`src/rtl/lcd_bus_driver_pkg.sv`:
```
// Shared definitions for the HD44780 byte write engine.
//   - HD44780 command constants used by the init ROM and wait selection
//   - FSM state encoding (LCD_STATE_BITS wide)
//   - helper that classifies slow-executing commands (clear / return home)
package lcd_bus_driver_pkg;

    localparam logic [7:0] FUNC_8BIT_2LINE = 8'h38;
    localparam logic [7:0] DISPLAY_ON      = 8'h0C;
    localparam logic [7:0] CLEAR           = 8'h01;
    localparam logic [7:0] ENTRY_INC       = 8'h06;

    localparam int unsigned LCD_STATE_BITS = 3;

    // Index of the last entry in the init ROM
    localparam logic [2:0] INIT_LAST_IDX = 3'd5;

    typedef enum logic [LCD_STATE_BITS-1:0] {
        StPowerWait,
        StInitLoad,
        StSetup,
        StPulse,
        StHold,
        StWait,
        StIdle
    } lcd_state_e;

    // Clear display and return home (0x01..0x03) need the long execution wait
    function automatic logic is_long_cmd(input logic regsel, input logic [7:0] cmd);
        return !regsel && (cmd == 8'h01 || cmd == 8'h02 || cmd == 8'h03);
    endfunction

endpackage

```
`src/rtl/lcd_init_rom.sv`:
```
// Power-on initialisation command ROM for the HD44780.
//   i_index [2:0] : sequence position
//   o_byte  [7:0] : command byte for that position; 0x00 beyond the last entry
module lcd_init_rom
    import lcd_bus_driver_pkg::*;
(
    input  logic [2:0] i_index,
    output logic [7:0] o_byte
);

    always_comb begin
        o_byte = 8'h00;
        case (i_index)
            3'd0, 3'd1, 3'd2: o_byte = FUNC_8BIT_2LINE;
            3'd3:             o_byte = DISPLAY_ON;
            3'd4:             o_byte = CLEAR;
            3'd5:             o_byte = ENTRY_INC;
            default:          o_byte = 8'h00;
        endcase
    end

endmodule

```
`src/rtl/lcd_bus_driver.sv`:
```
// HD44780 byte write engine. Runs the power-on init sequence, then accepts one
// command/data byte per valid/ready handshake and drives RS, DB[7:0] and E with
// setup, pulse, hold and execution-wait timing.
//   clk, reset (async, active-high)
//   valid, is_data, byte_in[7:0] : byte offer from the string printer
//   ready                        : registered, high in idle after init
//   init_done                    : sticky until reset
//   lcd_regsel, lcd_enable       : HD44780 RS and E
//   lcd_data[7:0]                : HD44780 DB, always driven
module lcd_bus_driver
    import lcd_bus_driver_pkg::*;
#(
    parameter int unsigned POWERUP_CYCLES    = 4_000_000,
    parameter int unsigned INIT_WAIT_CYCLES  = 500_000,
    parameter int unsigned SETUP_CYCLES      = 5,
    parameter int unsigned EN_PULSE_CYCLES   = 50,
    parameter int unsigned HOLD_CYCLES       = 5,
    parameter int unsigned SHORT_WAIT_CYCLES = 5_000,
    parameter int unsigned LONG_WAIT_CYCLES  = 200_000
) (
    input  logic       clk,
    input  logic       reset,
    input  logic       valid,
    input  logic       is_data,
    input  logic [7:0] byte_in,
    output logic       ready,
    output logic       init_done,
    output logic       lcd_regsel,
    output logic       lcd_enable,
    inout  wire  [7:0] lcd_data
);

    // Counter reload values: a state lasting N cycles is entered with N-1
    localparam logic [31:0] POWERUP_LOAD = 32'(POWERUP_CYCLES - 1);
    localparam logic [31:0] INIT_LOAD    = 32'(INIT_WAIT_CYCLES - 1);
    localparam logic [31:0] SETUP_LOAD   = 32'(SETUP_CYCLES - 1);
    localparam logic [31:0] PULSE_LOAD   = 32'(EN_PULSE_CYCLES - 1);
    localparam logic [31:0] HOLD_LOAD    = 32'(HOLD_CYCLES - 1);
    localparam logic [31:0] SHORT_LOAD   = 32'(SHORT_WAIT_CYCLES - 1);
    localparam logic [31:0] LONG_LOAD    = 32'(LONG_WAIT_CYCLES - 1);

    lcd_state_e  r_state, w_state_d;
    logic [31:0] r_cnt, w_cnt_d;
    logic [2:0]  r_idx, w_idx_d;
    logic [7:0]  r_data, w_data_d;
    logic        r_regsel, w_regsel_d;
    logic        r_enable, w_enable_d;
    logic        r_ready, w_ready_d;
    logic        r_init_done, w_init_done_d;

    logic [7:0]  w_rom_byte;
    logic [31:0] w_wait_load;
    logic        w_cnt_zero;

    lcd_init_rom u_init_rom (
        .i_index (r_idx),
        .o_byte  (w_rom_byte)
    );

    assign w_cnt_zero = (r_cnt == 32'd0);

    // Execution wait depends on the byte just written (still on the bus in HOLD)
    always_comb begin
        w_wait_load = SHORT_LOAD;
        if (!r_init_done && r_idx == 3'd0) begin
            w_wait_load = INIT_LOAD;
        end else if (is_long_cmd(r_regsel, r_data)) begin
            w_wait_load = LONG_LOAD;
        end
    end

    always_comb begin
        w_state_d     = r_state;
        w_cnt_d       = w_cnt_zero ? r_cnt : r_cnt - 32'd1;
        w_idx_d       = r_idx;
        w_data_d      = r_data;
        w_regsel_d    = r_regsel;
        w_enable_d    = r_enable;
        w_init_done_d = r_init_done;

        unique case (r_state)
            StPowerWait: begin
                if (w_cnt_zero) begin
                    w_state_d = StInitLoad;
                    w_cnt_d   = 32'd0;
                end
            end
            StInitLoad: begin
                w_data_d   = w_rom_byte;
                w_regsel_d = 1'b0;
                w_state_d  = StSetup;
                w_cnt_d    = SETUP_LOAD;
            end
            StSetup: begin
                if (w_cnt_zero) begin
                    w_state_d  = StPulse;
                    w_enable_d = 1'b1;
                    w_cnt_d    = PULSE_LOAD;
                end
            end
            StPulse: begin
                if (w_cnt_zero) begin
                    w_state_d  = StHold;
                    w_enable_d = 1'b0;
                    w_cnt_d    = HOLD_LOAD;
                end
            end
            StHold: begin
                if (w_cnt_zero) begin
                    w_state_d = StWait;
                    w_cnt_d   = w_wait_load;
                end
            end
            StWait: begin
                if (w_cnt_zero) begin
                    w_cnt_d = 32'd0;
                    if (!r_init_done && r_idx != INIT_LAST_IDX) begin
                        w_idx_d   = r_idx + 3'd1;
                        w_state_d = StInitLoad;
                    end else begin
                        w_init_done_d = 1'b1;
                        w_state_d     = StIdle;
                    end
                end
            end
            StIdle: begin
                if (valid && r_ready) begin
                    w_data_d   = byte_in;
                    w_regsel_d = is_data;
                    w_state_d  = StSetup;
                    w_cnt_d    = SETUP_LOAD;
                end
            end
            default: begin
                w_state_d  = StPowerWait;
                w_enable_d = 1'b0;
                w_cnt_d    = POWERUP_LOAD;
            end
        endcase

        w_ready_d = (w_state_d == StIdle) && w_init_done_d;
    end

    always_ff @(posedge clk or posedge reset) begin
        if (reset) begin
            r_state     <= StPowerWait;
            r_cnt       <= POWERUP_LOAD;
            r_idx       <= 3'd0;
            r_data      <= 8'h00;
            r_regsel    <= 1'b0;
            r_enable    <= 1'b0;
            r_ready     <= 1'b0;
            r_init_done <= 1'b0;
        end else begin
            r_state     <= w_state_d;
            r_cnt       <= w_cnt_d;
            r_idx       <= w_idx_d;
            r_data      <= w_data_d;
            r_regsel    <= w_regsel_d;
            r_enable    <= w_enable_d;
            r_ready     <= w_ready_d;
            r_init_done <= w_init_done_d;
        end
    end

    assign ready      = r_ready;
    assign init_done  = r_init_done;
    assign lcd_regsel = r_regsel;
    assign lcd_enable = r_enable;
    assign lcd_data   = r_data;

endmodule

```
`config.mk`:
```
export PLATFORM = sky130hd
export DESIGN_NAME = lcd_bus_driver
export DESIGN_NICKNAME = d
export VERILOG_FILES = /design/src/rtl/lcd_bus_driver_pkg.sv /design/src/rtl/lcd_init_rom.sv /design/src/rtl/lcd_bus_driver.sv
export SDC_FILE = /design/constraint.sdc
export NUM_CORES = 1
export LEC_CHECK = 0
export ABC_AREA = 1
export CAP_MARGIN = 10
export CORE_MARGIN = 1
export CORE_UTILIZATION = 35
export CTS_CLUSTER_DIAMETER = 150
export DETAILED_ROUTE_END_ITERATION = 8
export PLACE_DENSITY = 0.51
export SLEW_MARGIN = 20
export SYNTH_ARGS = -nofsm -noshare
export SYNTH_HDL_FRONTEND = slang
export SYNTH_HIERARCHICAL = 1
export SYNTH_SLANG_ARGS = --single-unit
```
`constraint.sdc`:
```
create_clock -name clk -period 2.1 [get_ports clk]
set_input_delay 0.525 -clock clk [delete_from_list [all_inputs] [get_ports clk]]
set_output_delay 0.525 -clock clk [all_outputs]
set_load 0.05 [all_outputs]
```
# --- Word level (Yosys, flattened, before mapping) ---
# Index checks and enable logic that the tools add are counted.
totals:
  register_bits: 50
  in_bits: 12
  output_inout_bits: 12
op_classes:
  n_addsub: 2
  eq_ne: 19
  n_mux: 28
  n_bitwise: 1
  n_reduce_logical: 19
op_table:
  columns: ["cell", "count"]
  rows:
  - ["2-to-1 mux 32 bit", 6]
  - ["one-hot mux 32 bit (6 select lines)", 1]
  - ["logical NOT 32 bit", 1]
  - ["subtractor 32 x 1 -> 32 bit (second input constant)", 1]
  - ["one-hot mux 6 bit (4 select lines)", 1]
  - ["2-to-1 mux 3 bit", 7]
  - ["one-hot mux 3 bit (7 select lines)", 1]
  - ["2-to-1 mux 19 bit", 1]
  - ["equality test 3 bit (second input constant)", 6]
  - ["2-to-1 mux 18 bit", 1]
  - ["equality test 8 x 2 -> 1 bit (second input constant)", 2]
  - ["one-hot mux 8 bit (2 select lines)", 1]
  - ["equality test 3 x 2 -> 1 bit (second input constant)", 4]
  - ["equality test 8 x 1 -> 1 bit (second input constant)", 1]
  - ["2-to-1 mux 8 bit", 1]
  - ["equality test 3 x 1 -> 1 bit (second input constant)", 2]
  - ["logical NOT 3 bit", 2]
  - ["2-to-1 mux 1 bit", 6]
  - ["inequality test 2 bit (second input constant)", 3]
  - ["AND reduction 3 bit", 2]
  - ["logical AND 1 bit", 5]
  - ["OR reduction 5 bit", 1]
  - ["adder 3 x 1 -> 3 bit (second input constant)", 1]
  - ["inequality test 3 bit (second input constant)", 1]
  - ["other kinds (9)", 11]

# --- Longest topological paths before layout ---
# Gate-level depths: netlist (run 1).
logic_depth:
  depth_word: 8
  mapped_depth: 12

# --- By module ---
# Netlist (run 1), hierarchy kept.
by_module_without_submodules:
  columns: ["module", "n_inst", "cells_each", "area_each_um2", "seq_area_each_um2"]
  rows:
  - ["lcd_bus_driver", 1, 421, 3226.8, 1268.7]
  - ["lcd_init_rom", 1, 15, 71.3, 0.0]

# --- Worst setup path before layout (run 1) ---
# OpenSTA, ideal clock, no wires.
synth_timing:
  path_kind: "register to register"
  startpoint: "reg r_cnt[0]"
  endpoint: "reg r_cnt[0]"
  t_arrival_ns: 1.727
  required_ns: 2.018
  setup_slack_ns: 0.291
  stages_incl_launch_ff: 11
  synth_period_minus_slack_ns: 1.809
  path_cell_list: "dfstp_2 -> inv_1 -> ha_1 -> nand3_1 -> nor2_1 -> nand2_4 -> nor2_8 -> inv_2 -> ha_1 -> o21ai_0 -> a211o_1"
synth_between:
  elab_chain_len: 4
synth_lines:
  columns: ["element", "line", "rtl"]
  rows:
  - ["start: declaration", "lcd_bus_driver.sv:43", "logic [31:0] r_cnt, w_cnt_d;"]
  - ["start signal: assignment", "lcd_bus_driver.sv:156", "r_cnt <= w_cnt_d;"]
  - ["subtractor 32 x 1 -> 32 bit / logical NOT 32 bit (equally long branches)", "lcd_bus_driver.sv:74, lcd_bus_driver.sv:60", null]
  - ["2-to-1 mux 32 bit", "lcd_bus_driver.sv:74", "w_cnt_d = w_cnt_zero ? r_cnt : r_cnt - 32'd1;"]
  - ["2-to-1 mux 32 bit, on equally long branches", null, null]
  - ["one-hot mux 32 bit (6 select lines) *", "lcd_bus_driver.sv:81", "unique case (r_state)"]
  - ["net w_cnt_d[0]", "lcd_bus_driver.sv:43", null]
# The timed path passes the listed nets; every way through them passes the cells marked *.
# A chain may end at the register's enable or synchronous reset.

# --- Worst setup path after layout (run 1) ---
layout_timing:
  startpoint: "reg r_regsel (netlist: lcd_regsel)"
  endpoint: "out lcd_regsel"
layout_rtl:
  columns: ["element", "line", "rtl"]
  rows:
  - ["start: declaration", "lcd_bus_driver.sv:46", "logic r_regsel, w_regsel_d;"]
  - ["start signal: assignment", "lcd_bus_driver.sv:159", "r_regsel <= w_regsel_d;"]
  - ["end: declaration", "lcd_bus_driver.sv:28", "output logic lcd_regsel,"]
# No word-level cell between the ends.

==> results.cfg, run 1 <==
[detailed_routing]
wirelength_um = 8696
drc = 0
drt_iter0_drc = 144
vias_per_cell = 5.054
vias = 2987
dr.pass1.iters = 4
ant_nets = 0
routedWlPerCell_um = 14.71

[synth]
async_reset_ff_frac = 1.000
synth_ff_type = dfrtp_1
synth-edff-count = 0
ys_ff_latch = 50
synth_area_um2 = 3298
ys_seq_area_frac = 0.3847
synth.distinct_cells = 47
synth.avg_cell_area_um2 = 7.565
yosysWarnings = 6
syn_inst = 436

[cts]
tritoncts = done
clk_pin_slew_ns = 0.10
numCtsBuffers = 5
clk-insertion-delay-late_ns = 0.31
cts.sinks = 50
h-tree-depth = 2
cts-root-buf = clkbuf_8
cts.path.max_buffers = 2

[die]
die_x_um = 99.08
rows = 35
io_pins = 24
design.die.area_um2 = 9816
coreArea_um2 = 9196
die_y_um = 99.08
initial_core_util = 0.3586

[pwr]
combPwrFrac = 0.052
switching_share = 0.2359
seq_power_share = 0.547
clock_power_share = 0.402
ir_worst_vdd_v = 0.0002808
power.static_leakage_nw = 1.663
finalPower_w = 0.001783
p_per_area_nw_per_um2 = 459.3
p_int_w = 0.001362
p_switching_w = 0.0004205

[cells_and_area]
final-seq-area_um2 = 1269
nets = 498
area_delta_synth_final_pct = 17.68
fill_cells = 938
drive_gt1_frac = 0.2021
multi_input_area_um2 = 1777
antenna_cells = 0

[global_routing]
antenna_found_initial = 0
grt_first_pass_wirelength_um = 14580
overflow = 0
track_usage = 0.1905
grt_pass1_vias = 2964
grt_max_degree = 51

[worst_setup_path]
max_stage_delay_ns = 0.81
regToRegSetupSlack_ns = 0.15
r2r-start = r_cnt[25]
path_max_fanout = 3
crit_path_end_kind = primary output
ff2ff_path_depth = 9
path_delay_family = buffers and inverters
crit_required_ns = 1.57
cp.arrival_ns = 1.52
path_cells = clkdlybuf4s50_1
cp_slowest_cell = clkdlybuf4s50_1
cp_num_buf_inv = 1
worstSetupStartpointType = flop
rr_endpoint = r_cnt[0]
worst-setup-path-type = reg -> out

[outcome]
status = finished clean

[timing]
tightest_slew_ns = 0.6162
fin_crit_sh = 0.9729
max_freq_mhz = 489.5
final_max_slew_viol_count = 0
fin_worst_skew_ns = 0.01075
setup_viol = 0
slew_headroom = 0.5880
rsz0062_at_grt = false
fin_crit_ns = 2.043
tns_ns = 0
hold_violations = 0

[worst_hold_path]
min_from = lcd_data[2]
min_path_cells = 2
min_to = lcd_data[2]
hold_class = in -> reg

[flow_run]
max_cap_viol_count = 0

[placement]
globalplace.congestion = 0.8720
dp_hpwl_um = 6723
port_buffers = 15
-- worst max-delay path by stage --
| stage | from | cells past startpoint | slack (ns) | end |
|---|---|---|---|---|
| after CTS | lcd_regsel | 1 | 0.05 | lcd_regsel |
| final | lcd_regsel | 1 | 0.06 | lcd_regsel |
| after global routing | r_cnt[0] | 10 | 0.004 | r_cnt[21] |
| after global placement | valid | 8 | 0.11 | r_cnt[10] |
| after detailed placement | valid | 8 | 0.09 | r_cnt[10] |
| after floorplan | r_cnt[0] | 10 | 0.29 | r_cnt[0] |
-- timing repair --
item                                    CTS  global route
hold buffers                              0             0
gates resized for setup                   0             3
buffers inserted                          0             7
endpoints found under the setup margin    0            24
-- cell usage in the layout, fill, tap and decap left out, drive strengths merged, types with 5 or more instances in the layout --
master / instances
dfstp: 14
buf: 30
dfrtp: 36
a31oi: 8
xnor2: 5
nor2: 84
clkbuf: 5
inv: 48
xor2: 14
nand2: 99
nand3: 29
ha: 7
clkdlybuf4s50: 15
nor3: 11
a21oi: 16
o21ai: 24
nand4: 11
-- cell type report --
| class | count | share of cell area |
|---|---|---|
| inverter | 49 | 0.04739 |
| timing repair buffer | 45 | 0.1032 |
| clock inverter | 3 | 0.01128 |
| sequential | 50 | 0.3269 |
| multi-input combinational | 328 | 0.4578 |
| clock buffer | 5 | 0.01773 |
| tap | 111 | 0.03578 |
-- power by group through the flow --
stage / Combinational [W] / Clock [W] / Sequential (W)
2_1_floorplan: 0.0000178 / 0 / 0.00102
3_3_place_gp: 0.0000473 / 0 / 0.000981
3_5_place_dp: 0.0000948 / 0 / 0.000992
4_1_cts: 0.0000950 / 0.000741 / 0.000975
5_1_grt: 0.000101 / 0.000766 / 0.000976
6_report: 0.0000919 / 0.000716 / 0.000975
-- registers in the layout, summed over array words and instances, names as in the netlist --
| register | cells |
|---|---|
| lcd_data | 8 |
| lcd_enable | 1 |
| r_state | 3 |
| ready | 1 |
| r_idx | 3 |
| init_done | 1 |
| r_cnt | 32 |
| lcd_regsel | 1 |
-- kinds of logic (layout without fill, tap and decap cells) --
group | after synthesis | count (layout) | synth area share
AO/OA/AOI/OAI | 60 | 60 | 0.1093
adder cells (fa/ha/maj) | 7 | 7 | 0.02655
other | 1 | 2 | 0.001137
AND/OR/NAND/NOR | 239 | 239 | 0.3452
XOR/XNOR | 19 | 19 | 0.05046
flip-flops | 50 | 50 | 0.3847
multiplexers | 1 | 1 | 0.003414
buffers and inverters | 59 | 102 | 0.07929
-- metrics by stage --
step | cells | instance area, µm² | utilization | hold slack, ns | worst slack (ns)
after floorplan | 437 | 3302 | - | 0.5193 | 0.2909
after global placement | 576 | 3711 | 0.4035 | 0.4864 | 0.1085
after detailed placement | 576 | 3711 | 0.4035 | 0.4728 | 0.09066
after CTS | 584 | 3824 | 0.4158 | 0.3561 | 0.05076
after global routing | 591 | 3881 | 0.4220 | 0.3511 | 0.003570
final | 591 | 3881 | 0.4220 | 0.3637 | 0.05701
-- per-layer routing --
| metal | up-vias | GRT usage | wire (µm) |
|---|---|---|---|
| li1 | 1493 | - | - |
| met1 | 1402 | 0.2428 | 4003 |
| met2 | 78 | 0.3281 | 4125 |
| met3 | 14 | 0.03404 | 378 |
| met4 | 0 | 0.05995 | 189 |
| met5 | - | 0 | 0 |
-- synthesized netlist by cell type (2+ instances only) --
| cell | instances | share of area |
|---|---|---|
| nand2_1 | 91 | 0.10 |
| nor2_1 | 69 | 0.079 |
| inv_1 | 38 | 0.043 |
| dfrtp_1 | 36 | 0.27 |
| nand3_1 | 26 | 0.039 |
| a21oi_1 | 14 | 0.021 |
| dfstp_2 | 14 | 0.11 |
| xor2_1 | 14 | 0.037 |
| o21ai_1 | 13 | 0.020 |
| nand4_1 | 11 | 0.021 |
| o21ai_0 | 10 | 0.015 |
| inv_2 | 9 | 0.010 |
| nor3_1 | 9 | 0.014 |
| a31oi_1 | 8 | 0.015 |
| ha_1 | 7 | 0.027 |
| nor2_2 | 7 | 0.013 |
| nor2_4 | 7 | 0.024 |
| buf_4 | 5 | 0.011 |
| nand2_2 | 5 | 0.0095 |
| xnor2_1 | 5 | 0.013 |
| nand2_4 | 3 | 0.010 |
| nand3_2 | 3 | 0.0091 |
| o211ai_1 | 3 | 0.0068 |
| o31ai_1 | 3 | 0.0068 |
| buf_2 | 2 | 0.0030 |
| clkinv_1 | 2 | 0.0023 |
| nor3_2 | 2 | 0.0061 |
No activity file was read; power rests on OpenSTA's default activity.
==> inputs of run 2 (changes only) <==
Clock period 2.1 ns to 2.6 ns, I/O delays scaled along.
==> run 2 against run 1 <==
Clock skew is essentially flat. Sequential power shrank 17%. Non-clock buffer count shrank 25. Die area is the same. Routed wire length shrank 3.0%. Cell area shrank 5.7%. First-iteration DRC count shrank 4.9%. Largest cell class unchanged. Register-to-register slack gained 0.35 ns. Clock power shrank 29%. Clock-buffer cell count is the same. Global-route usage shrank 0.58 points.
==> results.cfg, run 2 (synthesized netlist as in run 1, its figures left out) <==
[cts]
clk_pin_slew_ns = 0.11
cts_hold_buf = 0
numCtsBuffers = 5
cts-root-buf = clkbuf_8
postCtsSetupBuffers = 0
clk-insertion-delay-late_ns = 0.32
cts.sinks = 50
tritoncts = done
h-tree-depth = 2
cts.path.max_buffers = 2
post_cts_resized = 0

[flow_run]
max_cap_viol_count = 0

[worst_hold_path]
min_to = lcd_data[5]
min_path_cells = 2
min_from = lcd_data[5]
hold_class = in -> reg

[global_routing]
track_usage = 0.1847
antenna_found_initial = 0
grt_pass1_vias = 2920
use_met3 = 0.03759
use_met1 = 0.2346
overflow = 0
grt_max_degree = 31
grt_first_pass_wirelength_um = 14320
busiest_layer = met2
met2_usage = 0.3179

[detailed_routing]
vias_per_cell = 5.136
wirelength_um = 8432
routedWlPerCell_um = 14.90
ant_nets = 0
drt_iter0_drc = 137
dr.pass1.iters = 4
vias = 2907
drc = 0

[worst_setup_path]
worstSetupStartpointType = flop
regToRegSetupSlack_ns = 0.50
max_stage_delay_ns = 0.82
crit_path_end_kind = primary output
ff2ff_path_depth = 10
r2r-start = r_cnt[0]
cp_num_buf_inv = 1
cp.arrival_ns = 1.52
path_max_fanout = 3
path_cells = clkdlybuf4s50_1
path_depth = 1
worst-setup-path-type = reg -> out
crit_required_ns = 1.95
path_delay_family = buffers and inverters
rr_endpoint = r_cnt[0]
cp_slowest_cell = clkdlybuf4s50_1

[cells_and_area]
final_common_cell = nand2_1
drive_gt1_frac = 0.1516
largest_reg_flops = 32
area_delta_synth_final_pct = 10.96
regMostFlops = r_cnt
nets = 473
antenna_cells = 0
layout_common_cells = nand2_1 (91), nor2_1 (69), inv_1 (37)

[die]
coreArea_um2 = 9196
rows = 35
die_x_um = 99.08
io_pins = 24
design.die.area_um2 = 9816
initial_core_util = 0.3586
die_y_um = 99.08

[timing]
tightest_slew_ns = 0.6275
hold_violations = 0
fin_crit_sh = 0.8333
setup_ws_ns = 0.4335
rsz0062_at_grt = false
final_max_slew_viol_count = 0
max_freq_mhz = 461.6
fin_worst_skew_ns = 0.01076
tns_ns = 0
setup_viol = 0
slew_headroom = 0.5805
fin_crit_ns = 2.167

[placement]
dp_hpwl_um = 6547
pre_cts_slack_ns = 0.3829
port_buffers = 15
globalplace.congestion = 0.9016

[pwr]
ir_worst_vdd_v = 0.0002040
power.static_leakage_nw = 1.556
p_per_area_nw_per_um2 = 371.1
finalPower_w = 0.001358

[outcome]
status = finished clean
-- run 2: how the worst max path moves through the flow --
stage,from,end,slack (ns)
floorplan,reset,init_done,0.77
global placement,valid,r_cnt[1],0.41
detailed placement,valid,r_cnt[1],0.38
CTS,lcd_regsel,lcd_regsel,0.42
global route,init_done,init_done,0.36
finish,init_done,init_done,0.43
-- run 2: layout make-up --
| class | instances | area, µm² |
|---|---|---|
| Timing Repair Buffer | 20 | 200.2 |
| Clock buffer | 5 | 68.82 |
| Tap cell | 111 | 138.9 |
| Multi-Input combinational cell | 328 | 1772 |
| Inverter | 49 | 183.9 |
| Fill cell | 1001 | 5537 |
| Sequential cell | 50 | 1269 |
| Clock inverter | 3 | 27.53 |
-- run 2: metrics by stage --
stage          hold slack [ns]  instances  area, µm²  utilization
3_3_place_gp            0.4900        558       3563       0.3875
2_1_floorplan           0.5193        437       3302            -
4_1_cts                 0.4699        566       3660       0.3980
3_5_place_dp            0.4872        558       3563       0.3875
6_report                0.4781        566       3660       0.3980
5_1_grt                 0.4783        566       3660       0.3980
-- run 2: per-layer routing --
metal  wire length [µm]  share of wire
met4                163          0.019
met1               3963           0.47
met3                355          0.042
met2               3949           0.47
met5                  0              0
-- run 2: power breakdown --
part	leakage [nW]	total (W)	internal, W	switching, W
combinational	0.956	0.0000364	0.0000178	0.0000186
sequential	0.553	0.000813	0.000784	0.0000295
clock	0.0467	0.000509	0.000200	0.000308
total	1.56	0.00136	0.00100	0.000356
==> inputs of run 3 (changes only) <==
Clock period 2.6 ns to 2.24 ns, I/O delays scaled along.
==> run 3 against run 2 <==
Combinational power grew 31%. Final cell count grew 0.35%. Worst setup slack lost 0.26 ns. Sequential power grew 16%. Critical path type unchanged. First-iteration DRC count shrank 18%. Power grew 17%. Clock-buffer cell count grew 1. Largest cell class unchanged. Sequential cell count is the same.
==> results.cfg, run 3 (synthesized netlist as in run 1, its figures left out) <==
[die]
io_pins = 24
die_y_um = 99.08
rows = 35
design.die.area_um2 = 9816
initial_core_util = 0.3586
die_x_um = 99.08
coreArea_um2 = 9196

[cts]
clk-insertion-delay-late_ns = 0.31
numCtsBuffers = 5
post_cts_resized = 0
h-tree-depth = 2
clk_pin_slew_ns = 0.10
cts_hold_buf = 0
tritoncts = done
cts.sinks = 50
postCtsSetupBuffers = 0
cts.path.max_buffers = 2
cts-root-buf = clkbuf_8

[timing]
tightest_slew_ns = 0.6431
tns_ns = 0
slew_headroom = 0.5701
rsz0062_at_grt = false
fin_worst_skew_ns = 0.008402
whs_ns = 0.3970
final_max_slew_viol_count = 0
max_freq_mhz = 482.9
fin_crit_ns = 2.071
setup_viol = 0
fin_crit_sh = 0.9244
hold_violations = 0

[worst_setup_path]
path_max_fanout = 3
rr_endpoint = r_cnt[0]
worstSetupStartpointType = flop
crit_required_ns = 1.68
path_delay_family = buffers and inverters
cp.arrival_ns = 1.51
crit_path_end_kind = primary output
max_stage_delay_ns = 0.81
ff2ff_path_depth = 10
r2r-start = r_cnt[0]
path_cells = clkdlybuf4s50_1
cp_num_buf_inv = 1
regToRegSetupSlack_ns = 0.20
worst-setup-path-type = reg -> out
cp_slowest_cell = clkdlybuf4s50_1

[detailed_routing]
top_layer = met4
vias_per_cell = 5.055
drc = 0
dr_wl_met3_um = 393
routedWlPerCell_um = 14.98
vias = 2871
met1_length_um = 3976
ant_nets = 0
drt_iter0_drc = 113
wirelength_um = 8509
wl_met2_um = 4053
dr.pass1.iters = 4

[worst_hold_path]
hold_class = in -> reg
min_from = lcd_data[0]
min_to = lcd_data[0]
min_path_cells = 2

[cells_and_area]
final_common_cell = nand2_1
antenna_cells = 0
layout_common_cells = nand2_1 (91), nor2_1 (69), inv_1 (37)
largest_reg_flops = 32
nets = 475
drive_gt1_frac = 0.1554
area_delta_synth_final_pct = 11.49
fill_cells = 989
regMostFlops = r_cnt

[global_routing]
grt_first_pass_wirelength_um = 14570
grt_max_degree = 51
antenna_found_initial = 0
grt_pass1_vias = 2934
track_usage = 0.1906
overflow = 0

[outcome]
status = finished clean

[placement]
dp_hpwl_um = 6539
port_buffers = 15
globalplace.congestion = 0.8488

[pwr]
ir_worst_vdd_v = 0.0002410
power.static_leakage_nw = 1.567
finalPower_w = 0.001593
p_per_area_nw_per_um2 = 433.1

[flow_run]
max_cap_viol_count = 0
-- run 3: cell count changes in the layout (fill, tap and decap cells not counted) --
cell      change
inv_8         -1
clkbuf_8      +1
buf_4         +2
-- run 3: layout make-up --
class,count,area (µm²),area share
Clock buffer,6,82.58,0.02246
Clock inverter,2,16.27,0.004423
Inverter,49,183.9,0.05002
Multi-Input combinational cell,328,1772,0.4818
Sequential cell,50,1269,0.3450
Tap cell,111,138.9,0.03777
Timing Repair Buffer,22,215.2,0.05852
-- run 3: how the worst max path moves through the flow --
stage                   start         to  slack [ns]  cells past startpoint
floorplan            r_cnt[0]   r_cnt[0]        0.43                     10
CTS                 init_done  init_done        0.16                      1
global route         r_cnt[0]   r_cnt[0]       0.004                     10
detailed placement      valid  r_cnt[10]        0.15                      8
finish              init_done  init_done        0.17                      1
global placement        valid   r_cnt[1]        0.16                     10
-- run 3: per-stage QoR --
stage | area [µm²] | std cells | setup WS (ns) | util
finish | 3677 | 568 | 0.1694 | 0.3999
global route | 3677 | 568 | 0.003954 | 0.3999
CTS | 3677 | 568 | 0.1589 | 0.3999
detailed placement | 3578 | 560 | 0.1506 | 0.3891
global placement | 3578 | 560 | 0.1557 | 0.3891
floorplan | 3302 | 437 | 0.4309 | -
-- run 3: power by group --
| group | switching (W) | total (W) | internal (W) |
|---|---|---|---|
| sequential | 0.0000302 | 0.000940 | 0.000909 |
| combinational | 0.0000258 | 0.0000478 | 0.0000220 |
| clock | 0.000349 | 0.000605 | 0.000256 |
-- run 3: per-layer routing --
metal,vias to the layer above,track usage
li1,1447,-
met1,1358,0.2419
met2,58,0.3308
met3,8,0.03617
met4,0,0.05430
met5,-,0
